### src/rtl/result_wr_pkg.sv
// result_wr_pkg
//   Shared constants and types for the result write master: default burst
//   geometry, FSM state encoding, AXI size/burst/response codes, the 64-byte
//   beat width and the tail-beat byte-strobe helper.
package result_wr_pkg;

  localparam int unsigned BURST_BEATS_DEF = 64;   // beats per AXI write burst
  localparam int unsigned MAX_OUTST_DEF   = 4;    // AW bursts allowed without B
  localparam int unsigned BEAT_BYTES      = 64;   // bytes per 512-bit beat

  localparam logic [2:0] AXI_SIZE_64B   = 3'b110;
  localparam logic [1:0] AXI_BURST_INCR = 2'b01;
  localparam logic [1:0] AXI_RESP_OKAY  = 2'b00;

  typedef enum logic [1:0] {
    ST_IDLE  = 2'b00,
    ST_RUN   = 2'b01,
    ST_DRAIN = 2'b10
  } wr_state_e;

  // Byte strobe for the final beat of a page: bytes below len_lo are valid,
  // a zero remainder means the final beat is completely full.
  function automatic logic [63:0] tail_strb(input logic [5:0] len_lo);
    logic [63:0] mask;
    if (len_lo == 6'd0) begin
      mask = {64{1'b1}};
    end else begin
      mask = (64'd1 << len_lo) - 64'd1;
    end
    return mask;
  endfunction

endpackage

### src/rtl/result_wr_beat_cnt.sv
// result_wr_beat_cnt
//   Tracks beats covered by issued AW bursts, W beats sent, and the beat index
//   inside the current W burst. Produces w_credit (an AW covers the next W
//   beat), wlast (last beat of the current burst) and page_last (final beat
//   of the page).
// Ports:
//   clk, rst_n      clock, asynchronous active-low reset
//   clr             clears all counters at the start of a page
//   total_beats     beats in the current page
//   aw_fire/aw_len  AW handshake and its awlen
//   w_fire          W handshake
//   w_credit, wlast, page_last  status outputs
module result_wr_beat_cnt #(
  parameter int unsigned BURST_BEATS = 64
) (
  input  logic        clk,
  input  logic        rst_n,
  input  logic        clr,
  input  logic [31:0] total_beats,
  input  logic        aw_fire,
  input  logic [7:0]  aw_len,
  input  logic        w_fire,
  output logic        w_credit,
  output logic        wlast,
  output logic        page_last
);

  localparam logic [7:0] IDX_LAST = 8'(BURST_BEATS - 1);

  logic [31:0] aw_beats_r;
  logic [31:0] w_beats_r;
  logic [7:0]  beat_idx_r;

  assign w_credit  = (aw_beats_r > w_beats_r);
  assign page_last = (w_beats_r == (total_beats - 32'd1));
  // Every burst but the last is full, so the burst boundary is either a full
  // burst index or the page's final beat.
  assign wlast     = page_last | (beat_idx_r == IDX_LAST);

  // Beat accounting for AW coverage, W progress and in-burst index.
  always_ff @(posedge clk or negedge rst_n) begin
    if (!rst_n) begin
      aw_beats_r <= 32'd0;
      w_beats_r  <= 32'd0;
      beat_idx_r <= 8'd0;
    end else if (clr) begin
      aw_beats_r <= 32'd0;
      w_beats_r  <= 32'd0;
      beat_idx_r <= 8'd0;
    end else begin
      if (aw_fire) begin
        aw_beats_r <= aw_beats_r + {24'd0, aw_len} + 32'd1;
      end
      if (w_fire) begin
        w_beats_r  <= w_beats_r + 32'd1;
        beat_idx_r <= wlast ? 8'd0 : (beat_idx_r + 8'd1);
      end
    end
  end

endmodule

### src/rtl/result_wr_master.sv
// result_wr_master
//   Writes one decompressed page from a 512-bit result stream to memory as a
//   sequence of AXI INCR write bursts, limiting outstanding bursts and
//   reporting completion (done) and any write error (error).
//   Optional build macro RESULT_WR_LAST_CHECK_EN: flags an error when the
//   stream's in_last disagrees with the internally generated wlast.
// Ports:
//   clk, rst_n                          clock, asynchronous active-low reset
//   start, dest_addr, decompression_length   page command (sampled in IDLE)
//   in_data/in_valid/in_last/in_ready   result stream input
//   m_axi_aw*, m_axi_w*, m_axi_b*       AXI write master channels
//   done                                one-cycle pulse, page acknowledged
//   error                               sticky until the next start
module result_wr_master
  import result_wr_pkg::*;
#(
  parameter int unsigned BURST_BEATS = BURST_BEATS_DEF,
  parameter int unsigned MAX_OUTST   = MAX_OUTST_DEF
) (
  input  logic         clk,
  input  logic         rst_n,
  input  logic         start,
  input  logic [63:0]  dest_addr,
  input  logic [31:0]  decompression_length,
  input  logic [511:0] in_data,
  input  logic         in_valid,
  input  logic         in_last,
  output logic         in_ready,
  output logic [63:0]  m_axi_awaddr,
  output logic [7:0]   m_axi_awlen,
  output logic [2:0]   m_axi_awsize,
  output logic [1:0]   m_axi_awburst,
  output logic         m_axi_awvalid,
  input  logic         m_axi_awready,
  output logic [511:0] m_axi_wdata,
  output logic [63:0]  m_axi_wstrb,
  output logic         m_axi_wlast,
  output logic         m_axi_wvalid,
  input  logic         m_axi_wready,
  input  logic [1:0]   m_axi_bresp,
  input  logic         m_axi_bvalid,
  output logic         m_axi_bready,
  output logic         done,
  output logic         error
);

  localparam logic [63:0] BURST_BYTES = 64'(BURST_BEATS * BEAT_BYTES);
  localparam logic [7:0]  LEN_FULL    = 8'(BURST_BEATS - 1);
  localparam logic [31:0] BB32        = 32'(BURST_BEATS);
  localparam logic [31:0] OUTST32     = 32'(MAX_OUTST);

  wr_state_e   state_r, state_next_s;
  logic        done_r, done_next_s;
  logic        error_r;
  logic [31:0] total_beats_r, bursts_r;
  logic [5:0]  len_lo_r;
  logic [31:0] b_cnt_r, outst_r;
  logic        awvalid_r;
  logic [63:0] awaddr_r, next_addr_r;
  logic [7:0]  awlen_r;
  logic [31:0] aw_rem_r;

  logic        start_go_s, run_s, active_s;
  logic        aw_fire_s, w_fire_s, b_fire_s;
  logic        w_credit_s, wlast_s, page_last_s, last_mis_s, unused_s;
  logic [31:0] total_beats_s, bursts_s;

  assign start_go_s = (state_r == ST_IDLE) & start;
  assign run_s      = (state_r == ST_RUN);
  assign active_s   = (state_r == ST_RUN) | (state_r == ST_DRAIN);

  // ceil(len/64) without overflow, then ceil(beats/BURST_BEATS).
  assign total_beats_s = {6'd0, decompression_length[31:6]} +
                         {31'd0, |decompression_length[5:0]};
  assign bursts_s      = (total_beats_s / BB32) +
                         {31'd0, ((total_beats_s % BB32) != 32'd0)};

  assign aw_fire_s = awvalid_r & m_axi_awready;
  assign w_fire_s  = m_axi_wvalid & m_axi_wready;
  assign b_fire_s  = m_axi_bvalid & active_s;

  result_wr_beat_cnt #(
    .BURST_BEATS(BURST_BEATS)
  ) u_beat_cnt (
    .clk        (clk),
    .rst_n      (rst_n),
    .clr        (start_go_s),
    .total_beats(total_beats_r),
    .aw_fire    (aw_fire_s),
    .aw_len     (awlen_r),
    .w_fire     (w_fire_s),
    .w_credit   (w_credit_s),
    .wlast      (wlast_s),
    .page_last  (page_last_s)
  );

`ifdef RESULT_WR_LAST_CHECK_EN
  assign last_mis_s = w_fire_s & (in_last != wlast_s);
  assign unused_s   = ^dest_addr[11:0];
`else
  assign last_mis_s = 1'b0;
  assign unused_s   = ^{dest_addr[11:0], in_last};
`endif

  // Next-state and done-pulse decode.
  always_comb begin
    state_next_s = state_r;
    done_next_s  = 1'b0;
    case (state_r)
      ST_IDLE: begin
        if (start) begin
          if (decompression_length == 32'd0) begin
            done_next_s  = 1'b1;
            state_next_s = ST_IDLE;
          end else begin
            state_next_s = ST_RUN;
          end
        end else begin
          state_next_s = ST_IDLE;
        end
      end
      ST_RUN: begin
        if (w_fire_s & page_last_s) begin
          state_next_s = ST_DRAIN;
        end else begin
          state_next_s = ST_RUN;
        end
      end
      ST_DRAIN: begin
        // Counting the B accepted this cycle lets done follow the final B
        // by exactly one cycle.
        if ((b_cnt_r + {31'd0, b_fire_s}) == bursts_r) begin
          state_next_s = ST_IDLE;
          done_next_s  = 1'b1;
        end else begin
          state_next_s = ST_DRAIN;
        end
      end
      default: begin
        state_next_s = ST_IDLE;
      end
    endcase
  end

  // State and done registers.
  always_ff @(posedge clk or negedge rst_n) begin
    if (!rst_n) begin
      state_r <= ST_IDLE;
      done_r  <= 1'b0;
    end else begin
      state_r <= state_next_s;
      done_r  <= done_next_s;
    end
  end

  // Page context captured when a page is accepted.
  always_ff @(posedge clk or negedge rst_n) begin
    if (!rst_n) begin
      total_beats_r <= 32'd0;
      bursts_r      <= 32'd0;
      len_lo_r      <= 6'd0;
    end else if (start_go_s) begin
      total_beats_r <= total_beats_s;
      bursts_r      <= bursts_s;
      len_lo_r      <= decompression_length[5:0];
    end
  end

  // AW channel: one burst at a time, held until awready, throttled by the
  // outstanding-burst limit.
  always_ff @(posedge clk or negedge rst_n) begin
    if (!rst_n) begin
      awvalid_r   <= 1'b0;
      awaddr_r    <= 64'd0;
      awlen_r     <= 8'd0;
      next_addr_r <= 64'd0;
      aw_rem_r    <= 32'd0;
    end else if (start_go_s) begin
      awvalid_r   <= 1'b0;
      next_addr_r <= {dest_addr[63:12], 12'h000};
      aw_rem_r    <= total_beats_s;
    end else if (run_s) begin
      if (awvalid_r) begin
        if (m_axi_awready) begin
          awvalid_r   <= 1'b0;
          next_addr_r <= next_addr_r + BURST_BYTES;
          aw_rem_r    <= aw_rem_r - ({24'd0, awlen_r} + 32'd1);
        end else begin
          awvalid_r <= 1'b1;
        end
      end else if ((aw_rem_r != 32'd0) && (outst_r < OUTST32)) begin
        awvalid_r <= 1'b1;
        awaddr_r  <= next_addr_r;
        awlen_r   <= (aw_rem_r >= BB32) ? LEN_FULL : (aw_rem_r[7:0] - 8'd1);
      end else begin
        awvalid_r <= 1'b0;
      end
    end else begin
      awvalid_r <= 1'b0;
    end
  end

  // B response count and outstanding-burst tracking.
  always_ff @(posedge clk or negedge rst_n) begin
    if (!rst_n) begin
      b_cnt_r <= 32'd0;
      outst_r <= 32'd0;
    end else if (start_go_s) begin
      b_cnt_r <= 32'd0;
      outst_r <= 32'd0;
    end else if (active_s) begin
      b_cnt_r <= b_cnt_r + {31'd0, b_fire_s};
      case ({aw_fire_s, b_fire_s})
        2'b10:   outst_r <= outst_r + 32'd1;
        2'b01:   outst_r <= outst_r - 32'd1;
        default: outst_r <= outst_r;
      endcase
    end
  end

  // Sticky error: cleared by an accepted start, set by a bad response or a
  // stream framing mismatch.
  always_ff @(posedge clk or negedge rst_n) begin
    if (!rst_n) begin
      error_r <= 1'b0;
    end else if (start_go_s) begin
      error_r <= 1'b0;
    end else if ((b_fire_s & (m_axi_bresp != AXI_RESP_OKAY)) | last_mis_s) begin
      error_r <= 1'b1;
    end
  end

  assign m_axi_awaddr  = awaddr_r;
  assign m_axi_awlen   = awlen_r;
  assign m_axi_awsize  = AXI_SIZE_64B;
  assign m_axi_awburst = AXI_BURST_INCR;
  assign m_axi_awvalid = awvalid_r;

  // W passes straight through from the stream; credit keeps W behind AW.
  assign m_axi_wvalid  = run_s & in_valid & w_credit_s;
  assign in_ready      = run_s & m_axi_wready & w_credit_s;
  assign m_axi_wdata   = in_data;
  assign m_axi_wlast   = wlast_s;
  assign m_axi_wstrb   = page_last_s ? tail_strb(len_lo_r) : {64{1'b1}};

  assign m_axi_bready  = 1'b1;
  assign done          = done_r;
  assign error         = error_r;

endmodule

### config.mk
export PLATFORM = sky130hd
export DESIGN_NAME = result_wr_master
export DESIGN_NICKNAME = d
export VERILOG_FILES = /design/src/rtl/result_wr_pkg.sv /design/src/rtl/result_wr_beat_cnt.sv /design/src/rtl/result_wr_master.sv
export SDC_FILE = /design/constraint.sdc
export NUM_CORES = 1
export LEC_CHECK = 0
export ABC_AREA = 1
export CORE_AREA = 2 2 503 505
export CTS_BUF_LIST = sky130_fd_sc_hd__clkbuf_4 sky130_fd_sc_hd__clkbuf_8 sky130_fd_sc_hd__clkbuf_16
export DETAILED_ROUTE_END_ITERATION = 8
export DIE_AREA = 0 0 505 507
export PLACE_DENSITY_LB_ADDON = 0.2
export SLEW_MARGIN = 0
export SYNTH_ARGS = -nofsm -noshare
export SYNTH_HDL_FRONTEND = slang
export SYNTH_HIERARCHICAL = 1
export SYNTH_SLANG_ARGS = --single-unit
### constraint.sdc
create_clock -name clk -period 4.5 [get_ports clk]
set_input_delay 0.9 -clock clk [delete_from_list [all_inputs] [get_ports clk]]
set_output_delay 0.9 -clock clk [all_outputs]
set_load 0.02 [all_outputs]
==> results by group <==
Outcome
  – Outcome: finished clean

GRT
  – Initial antenna violation count: 20
  – Met3 Use GR: 0.0485
  – Number of global-route vias before repair: around 28000
  – Global route hottest layer: met2
  – Total GRT Usage: 0.112
  – GR Layer Usage met2: 0.178
  – First-pass GRT wire length: around 210000 um
  – Gr ovfl total: 0
  – Grt met1 use: 0.127
  – Largest net degree at the start of global routing: 146

Floorplanning
  – FP Rows: around 180
  – Die Y: 507 um
  – Starting Density: 0.120
  – Die X: slightly above 500 um
  – Full die area: approximately 0.26 sq mm
  – Ports: 1278
  – Core ar.: approximately 0.25 sq mm

Layout
  – Storage element area: roughly 0.0085 sq mm
  – Syn-to-layout area delta: 17.6%
  – Multi-input gate area: 0.0156 sq mm
  – Layout cells sized above 1: 0.108
  – Most frequent cells in the layout: nand2_1 (1024), nor2_1 (516), inv_1 (479)
  – Fill count: 29100
  – Layout Nets: 5051
  – Most common cell after layout, fill and taps aside: nand2_1

Yosys
  – Syn. warnings: 6
  – Mapped Area: 0.0301 sq mm
  – Cell taking the most area after synthesis: dfrtp_1
  – Post-Syn Area per Cell: about 6.7 sq um
  – Mapped Cells: 4498
  – Top-area cell type share of the netlist area: 0.283
  – Register bit total from synthesis: 340
  – Sequential element share of the synthesized area: 0.283
  – Number of synthesized flops with an enable pin: 0
  – Synth area leaders: dfrtp_1 (28%), buf_4 (13%), nand2_1 (13%)
  – Ys async rst share: 1.00
  – Synth cell types: 63
  – Primary FF master, synth: dfrtp_1

Detailed routing
  – Starting DRC count in detailed routing: ~1700
  – Total detailed-routing wirelength: 149000 um
  – Via count: between 20000 and 30000
  – Via density: around 3.7
  – TritonRoute pass-1 iters: 5
  – Drc violations: 0
  – Per-cell routed wire length: between 15 and 20 um
  – Routed Antenna Nets: 0

Timing
  – Minimum clock period: 4.33 ns
  – Slew margin rel.: 0.423
  – Hold slack: between 0.2 and 0.25 ns
  – Final setup TNS: 0 ns
  – Unrepaired setup endpoints after global routing: true
  – Slew @ Worst Pin: approximately 0.86 ns
  – Final hold vios: 0
  – Final period util: 0.962
  – Max Clk Rate: 0.231 GHz
  – Final setup violating endpoints: 0
  – Slew Limit Fails: 0
  – Clock skew: ~0.038 ns

Setup path
  – CP required: about 3.6 ns
  – Crit-path max FO: 8
  – Critical path class: reg -> out
  – WP data arrival: 3.43 ns
  – Startpoint types: register
  – Worst setup EP type: output port

Clock tree
  – CTS Hold Buffers Added: 0
  – Clock transition at path regs: about 0.05 ns
  – Root Driver: clkbuf_16
  – H-tree depth: 2
  – Num CTS Buffers: 52
  – CTS tree: yes
  – CTS Buffer Depth: 3
  – Worst-skew pair later-pin latency: roughly 0.67 ns
  – Clock sink total: 340

Power and ir drop
  – Power Density: between 400 and 500 mW/mm^2
  – Worst VDD drop: ~0.0003 V
  – Leakage power: 15.2 nW

Flow run
  – Maximum capacitance violations: 0

Hold path
  – Hold crit path type: in -> async

Placement
  – Post-DP HPWL: 120000 um
  – Global placer's final weighted congestion: 0.845
  – Port-buffer cells: roughly 220
cell type report:
| cell class | count | share of cell area |
|---|---|---|
| multi-input combinational | 3060 | 0.441 |
| tap | 3348 | 0.118 |
| clock buffer | 78 | 0.0441 |
| clock inverter | 14 | 0.00584 |
| sequential | 340 | 0.241 |
| timing repair buffer | 385 | 0.0958 |
| antenna | 4 | 0.000283 |
| inverter | 497 | 0.0533 |
where the power goes:
part	internal (mW)	leakage (nW)	switching, mW
clock	2.57	0.887	1.73
combinational	2.33	9.95	4.43
sequential	3.79	4.37	0.861
worst max-delay path: stages, from the launching register on:
cell,delay [ns]
dfrtp_1,0.37
inv_2,0.06
ha_4,0.16
buf_4,0.14
xnor2_2,0.14
inv_1,0.08
nand2_2,0.07
o211ai_1,0.09
nor2_1,0.18
nand3_1,0.13
nor2_1,0.12
nand2_1,0.09
nor2_2,0.14
nand3_2,0.10
nor2_4,0.11
buf_6,0.13
nand2_4,0.08
inv_8,0.10
buf_12,0.12
clkbuf_16,0.14
nand3_1,0.09
buf_2,0.18
final timing paths:
check | start | end | slack [ns] | depth (start not counted)
setup / recovery | total_beats_r[1] | m_axi_wstrb[30] | 0.17 | 21
hold / removal | rst_n | u_beat_cnt/aw_beats_r[23] | 0.24 | 1
setup reg to reg | u_beat_cnt/w_beats_r[17] | u_beat_cnt/w_beats_r[21] | 0.70 | 22
hold reg to reg | m_axi_awaddr[26] | m_axi_awaddr[26] | 0.49 | 2
max in group asynchronous | rst_n | m_axi_awaddr[32] | 3.23 | 2
min in group clk | m_axi_awaddr[26] | m_axi_awaddr[26] | 0.49 | 2
synthesized netlist by cell type, types with 26 or more instances:
library cell     n
nand2_1       1028
buf_4          532
nor2_1         527
inv_1          482
dfrtp_1        340
nand3_1        292
o21ai_0        275
a21oi_1        173
nand4_1        127
ha_1            94
nor3_1          93
xor2_1          80
clkbuf_1        60
o22ai_1         50
nor4_1          26
per-stage QoR:
step                      power, mW  instance area, sq um   util  std cells  worst slack, ns
after floorplan                9.62                 30200      -       4527            0.644
after global placement         11.3                 33500  0.134       7616           0.0734
after detailed placement       11.3                 33500  0.134       7616            0.139
after CTS                      15.9                 35300  0.141       7715          -0.0517
after global routing           17.1                 35400  0.141       7724          -0.0125
final                          15.7                 35400  0.141       7726            0.169
flip-flops by register name, summed over array words and instances, names as in the netlist, 22 cells and up:
name,flops
total_beats_r,27
next_addr_r,52
bursts_r,22
outst_r,32
b_cnt_r,32
u_beat_cnt/aw_beats_r,32
u_beat_cnt/w_beats_r,32
m_axi_awaddr,52
aw_rem_r,32
cells by family after synthesis:
logic type / Yosys count / share of synthesized area
buffers and inverters: 1127 / 0.208
and+or+nand+nor: 2213 / 0.323
DFF: 340 / 0.283
adders and majority gates: 97 / 0.0411
other: 2 / 0.000250
xor gates and xnor gates: 107 / 0.0326
AOI/OAI and AO/OA: 612 / 0.112
routing by layer:
layer,vias up,share of wire
li1,13800,-
met1,13100,0.40
met2,1027,0.44
met3,380,0.10
met4,16,0.056
met5,-,0.0029
repair_timing:
item | 4_1_cts | 5_1_grt
endpoints found under the hold margin | 0 | 0
setup endpoints to repair | 65 | 65
resized for setup | 222 | 76
setup buffers | 6 | 6
pin swaps | 3 | 12
gates cloned | 1 | 2
Note: power is estimated with default switching activity, not from simulation.
